[config.mk]
export PLATFORM = sky130hd
export DESIGN_NAME = xor_encrypter_unit
export DESIGN_NICKNAME = d
export VERILOG_FILES = /design/src/rtl/xor_encrypter_pkg.sv /design/src/rtl/xor_encrypter_unit_key_rotator.sv /design/src/rtl/xor_encrypter_unit.sv
export SDC_FILE = /design/constraint.sdc
export NUM_CORES = 1
export LEC_CHECK = 0
export CAP_MARGIN = 20
export CORE_ASPECT_RATIO = 1.2
export CORE_MARGIN = 3
export CORE_UTILIZATION = 35
export CTS_CLUSTER_SIZE = 40
export DETAILED_ROUTE_END_ITERATION = 6
export PLACE_DENSITY_LB_ADDON = 0.25
export SKIP_CTS_REPAIR_TIMING = 1
export SLEW_MARGIN = 0
export SYNTH_ARGS = -nofsm -noshare
export SYNTH_HDL_FRONTEND = slang
export SYNTH_HIERARCHICAL = 1
export SYNTH_SLANG_ARGS = --single-unit
[constraint.sdc]
create_clock -name clk -period 1.5 [get_ports clk]
set_clock_uncertainty 0.15 [all_clocks]
set_input_delay 0.225 -clock clk [delete_from_list [all_inputs] [get_ports clk]]
set_output_delay 0.225 -clock clk [all_outputs]
set_load 0.01 [all_outputs]
[src/rtl/xor_encrypter_pkg.sv]
// xor_encrypter_pkg
// Shared definitions for the byte-stream XOR cipher:
//   DATA_W_DEF / SHIFT_W_DEF : default datapath and rotate-amount widths
//   state_t                  : stream FSM states IDLE, RUN, DONE
//   rotl()                   : left-rotate helper at the default width
package xor_encrypter_pkg;

  localparam int DATA_W_DEF  = 8;
  localparam int SHIFT_W_DEF = 3;

  typedef enum logic [1:0] {
    IDLE = 2'd0,
    RUN  = 2'd1,
    DONE = 2'd2
  } state_t;

  // Rotating a doubled copy left and keeping the upper half makes the bits
  // leaving the MSB reappear at the LSB without any modulo arithmetic.
  function automatic logic [DATA_W_DEF-1:0] rotl(
    input logic [DATA_W_DEF-1:0]  value,
    input logic [SHIFT_W_DEF-1:0] amount
  );
    logic [2*DATA_W_DEF-1:0] dbl;
    dbl = {value, value} << amount;
    return dbl[2*DATA_W_DEF-1:DATA_W_DEF];
  endfunction

endpackage

[src/rtl/xor_encrypter_unit_key_rotator.sv]
// key_rotator
// Combinational barrel rotate of the cipher key.
// Ports:
//   key   in  DATA_W   key to rotate
//   shift in  SHIFT_W  left-rotate amount, 0..DATA_W-1
//   rk    out DATA_W   rotl(key, shift)
module key_rotator #(
  parameter int DATA_W  = 8,
  parameter int SHIFT_W = 3
) (
  input  logic [DATA_W-1:0]  key,
  input  logic [SHIFT_W-1:0] shift,
  output logic [DATA_W-1:0]  rk
);

  logic [DATA_W-1:0] rot_unused_lo;

  // Upper half of the shifted doubled key is the rotated key.
  assign {rk, rot_unused_lo} = {key, key} << shift;

endmodule

[src/rtl/xor_encrypter_unit.sv]
// xor_encrypter_unit
// Byte-stream XOR cipher: each enabled cycle din is XORed with the rotated
// key (and, in chained mode, the previous ciphertext) and registered on dout.
// Optional feature macro: IMPROVED_ENCRYPT_EN enables chained mode; without
// it improved_encrypt_enable is ignored and the chain register reads as 0.
// Ports:
//   clk                     in   system clock, rising edge
//   start_reset_n           in   asynchronous active-low reset
//   shift                   in   key left-rotate amount
//   key                     in   cipher key, sampled every enabled cycle
//   din                     in   plaintext byte
//   xor_enable              in   encrypt din this cycle
//   improved_encrypt_enable in   select chained mode (feature build only)
//   last_data               in   enabled byte this cycle is the final one
//   dout                    out  registered ciphertext
//   led_complete            out  stream finished (held until reset)
module xor_encrypter_unit
  import xor_encrypter_pkg::*;
#(
  parameter int DATA_W  = DATA_W_DEF,
  parameter int SHIFT_W = SHIFT_W_DEF
) (
  input  logic               clk,
  input  logic               start_reset_n,
  input  logic [SHIFT_W-1:0] shift,
  input  logic [DATA_W-1:0]  key,
  input  logic [DATA_W-1:0]  din,
  input  logic               xor_enable,
  input  logic               improved_encrypt_enable,
  input  logic               last_data,
  output logic [DATA_W-1:0]  dout,
  output logic               led_complete
);

  state_t            state;
  logic [DATA_W-1:0] rk_p0;
  logic [DATA_W-1:0] c_p0;
  logic [DATA_W-1:0] chain_q;
  logic [DATA_W-1:0] dout_p1;
  logic              chain_sel_p0;
  logic              consume_p0;

  key_rotator #(
    .DATA_W  (DATA_W),
    .SHIFT_W (SHIFT_W)
  ) u_key_rotator (
    .key   (key),
    .shift (shift),
    .rk    (rk_p0)
  );

`ifdef IMPROVED_ENCRYPT_EN
  assign chain_sel_p0 = improved_encrypt_enable;
`else
  logic mode_unused;
  assign mode_unused  = improved_encrypt_enable;
  assign chain_sel_p0 = 1'b0;
  assign chain_q      = '0;
`endif

  // Stage p0: combinational cipher byte
  assign c_p0       = din ^ rk_p0 ^ (chain_sel_p0 ? chain_q : '0);
  assign consume_p0 = xor_enable && (state != DONE);

  // Stage p1: FSM plus dout / chain / completion registers
  always_ff @(posedge clk or negedge start_reset_n) begin
    if (!start_reset_n) begin
      state        <= IDLE;
      dout_p1      <= '0;
      led_complete <= 1'b0;
`ifdef IMPROVED_ENCRYPT_EN
      chain_q      <= '0;
`endif
    end else begin
      case (state)
        IDLE, RUN: begin
          if (consume_p0) begin
            dout_p1 <= c_p0;
`ifdef IMPROVED_ENCRYPT_EN
            if (chain_sel_p0) chain_q <= c_p0;
`endif
            if (last_data) begin
              state        <= DONE;
              led_complete <= 1'b1;
            end else begin
              state <= RUN;
            end
          end else begin
            // A gap in the stream pauses; chain_q is kept for the resume.
            state <= IDLE;
          end
        end
        // DONE is sticky: everything frozen until reset.
        DONE:    state <= DONE;
        default: state <= IDLE;
      endcase
    end
  end

  assign dout = dout_p1;

endmodule

==> run metrics <==
status finished with violations; failing checks negative setup slack; Synth area leaders dfrtp_1 (33%), mux4_1 (25%), mux2_4 (13%), mux2_2 (12%), xor2_1 (8.3%); clk_lat worst skew 0.26 ns; Synth area leader dfrtp_1; CP Cell Sequence buf_12 > mux4_2 > mux2_4 > xor2_1 > mux2_4; vias in the first global route 602; largest net degree at the start of global routing 12; WS Path Type input pin to register; Total GRT Usage 10.84%; Final Hold Viols 0; I/O Buffers 31; Routability Congestion 0.7153; CP Data Arrival Time 1.53 ns; CP required 1.50 ns; first-pass GRT wire length 2435 µm; Iter 0 DRT Violations 1; Initial Util 38.89%; max-slew violation count 0; Wirelength per Cell 12.93 µm; final setup fails 7; period utilization 102.2%; Syn-to-layout area delta 49.85%; non-filler instance count after layout 119; layout cells sized above 1 approximately 50%; Mapped Nets 76; crit path time final between 1.5 and 2 ns; pre-CTS setup slack -0.8583 ns; DR vias/cell between 4 and 5; Final nets 114; initial antenna violation count 0; slowest stage delay, CP roughly 0.52 ns; cell count after synthesis 52; dpl cells 116; clk slew on worst S/H paths around 0.07 ns; grt total ovfl 0; # DRC 0; Setup crit start kind input pin; Core Rows 18; die area 3029 µm²; IR drop worst, VDD 0.0004684 V; CTS Sinks 11; end-of-flow core utilization 58.28%; RSZ-0062 raised after global routing true; Power Density 1173 nW/µm²; #FFs+latches synth 11; Initial DRT Pass Iterations 2; post-synthesis sequential area ratio 32.74%; CP max FO 8; ANT nets after route 0; Inserted Clock Buffers 3; CORE AREA between 2000 and 2500 µm²; height of the chip approximately 60 µm; htree depth 1; Diodes inserted 0; IO Pins 33; final setup TNS -0.1464 ns; slowest CP cell mux4_2; P_leak roughly 0.62 nW; most frequent cell on the critical path mux2_4; synth unique cells 12; Cell Area, Synth 840.8 µm²; Worst Hold Class input pin to asynchronous set/reset pin; total number of vias between 500 and 600; Clock Path Buffers 2; fmax about 0.65 GHz; worst-margin pin slew 0.4932 ns; top-area cell type share of the netlist area 32.74%; Rel. slew slack 67.02%; worst hold slack about 0.15 ns; syn_area_per_cell approximately 16 µm²; worst setup margin -0.03362 ns; die width between 50 and 60 µm; Syn. warnings 6; crit end category register; CTS tree yes; max-cap violations 0; CTS Root Cell clkbuf_4; final WL ~1500 µm
## synthesized netlist by cell type
master / instances
dfrtp_1: 11
mux2_2: 9
mux4_1: 8
xor2_1: 8
mux2_4: 7
buf_6: 3
a21o_1: 1
a22o_2: 1
buf_1: 1
inv_1: 1
nor2b_1: 1
nor2b_4: 1
## stage by stage
| stage | total power, mW | area [µm²] |
|---|---|---|
| final | 1.478 | 1260 |
| after global routing | 1.580 | 1260 |
| after CTS | 1.544 | 1267 |
| after detailed placement | 1.347 | 1241 |
| after global placement | 1.327 | 1241 |
| after floorplan | 0.9495 | 853.3 |
## critical path, delay by kind of cell
kind	cells	cell delay [ns]
mux	3	1.06
xor+xnor	1	0.14
buf+inv	1	0.10
## cell type report
class                      instances  area, µm²
tap                               30      37.54
sequential                        11      275.3
fill                             192      902.1
multi-input combinational         36      524.3
timing repair buffer              37      392.9
clock buffer                       4      26.28
inverter                           1      3.754
## per-layer routing
metal  vias to the layer above  track usage (%)  wire, µm
met3                         2            2.244       127
li1                        269                -         -
met5                         -                0         0
met4                         0            5.769        15
met1                       282            9.826       531
met2                        21            22.01       865
## power by group
part	leakage [nW]	switching, mW	internal, mW
registers	0.127	0.0741	0.427
clock network	0.0150	0.0892	0.103
logic	0.481	0.253	0.533
total	0.623	0.416	1.06
## cells in the final DEF (no fill, tap or decap), drive strengths merged
master | netlist | routed
mux4 | 8 | 8
clkbuf | 0 | 10
nor2b | 2 | 2
clkdlybuf4s50 | 0 | 11
a21o | 1 | 1
dfrtp | 11 | 11
mux2 | 16 | 16
buf | 4 | 10
dlymetal6s2s | 0 | 10
a22o | 1 | 1
xor2 | 8 | 8
inv | 1 | 1
## worst paths after layout
kind,start,endpoint,slack (ns),depth (start not counted)
hold / removal,start_reset_n,dout[5],0.15,1
setup / recovery,shift[2],dout[4],-0.03,5
hold reg to reg,led_complete,led_complete,0.30,1
setup reg to reg,state[1],dout[6],0.21,3
max in group asynchronous,start_reset_n,dout[2],0.72,1
min in group clk,led_complete,led_complete,0.30,1
## logic make-up (layout without fill, tap and decap cells)
family	count (synthesis)	count (layout)	synth area share (%)
compound gates	2	2	2.084
xor+xnor	8	8	8.334
buf+inv	5	42	4.910
flops	11	11	32.74
mux	24	24	49.55
simple gates	2	2	2.381
## registers in the layout, indices dropped and copies added (netlist names)
name,count
dout,8
led_complete,1
state,2
(Power assumes the default switching activity.)
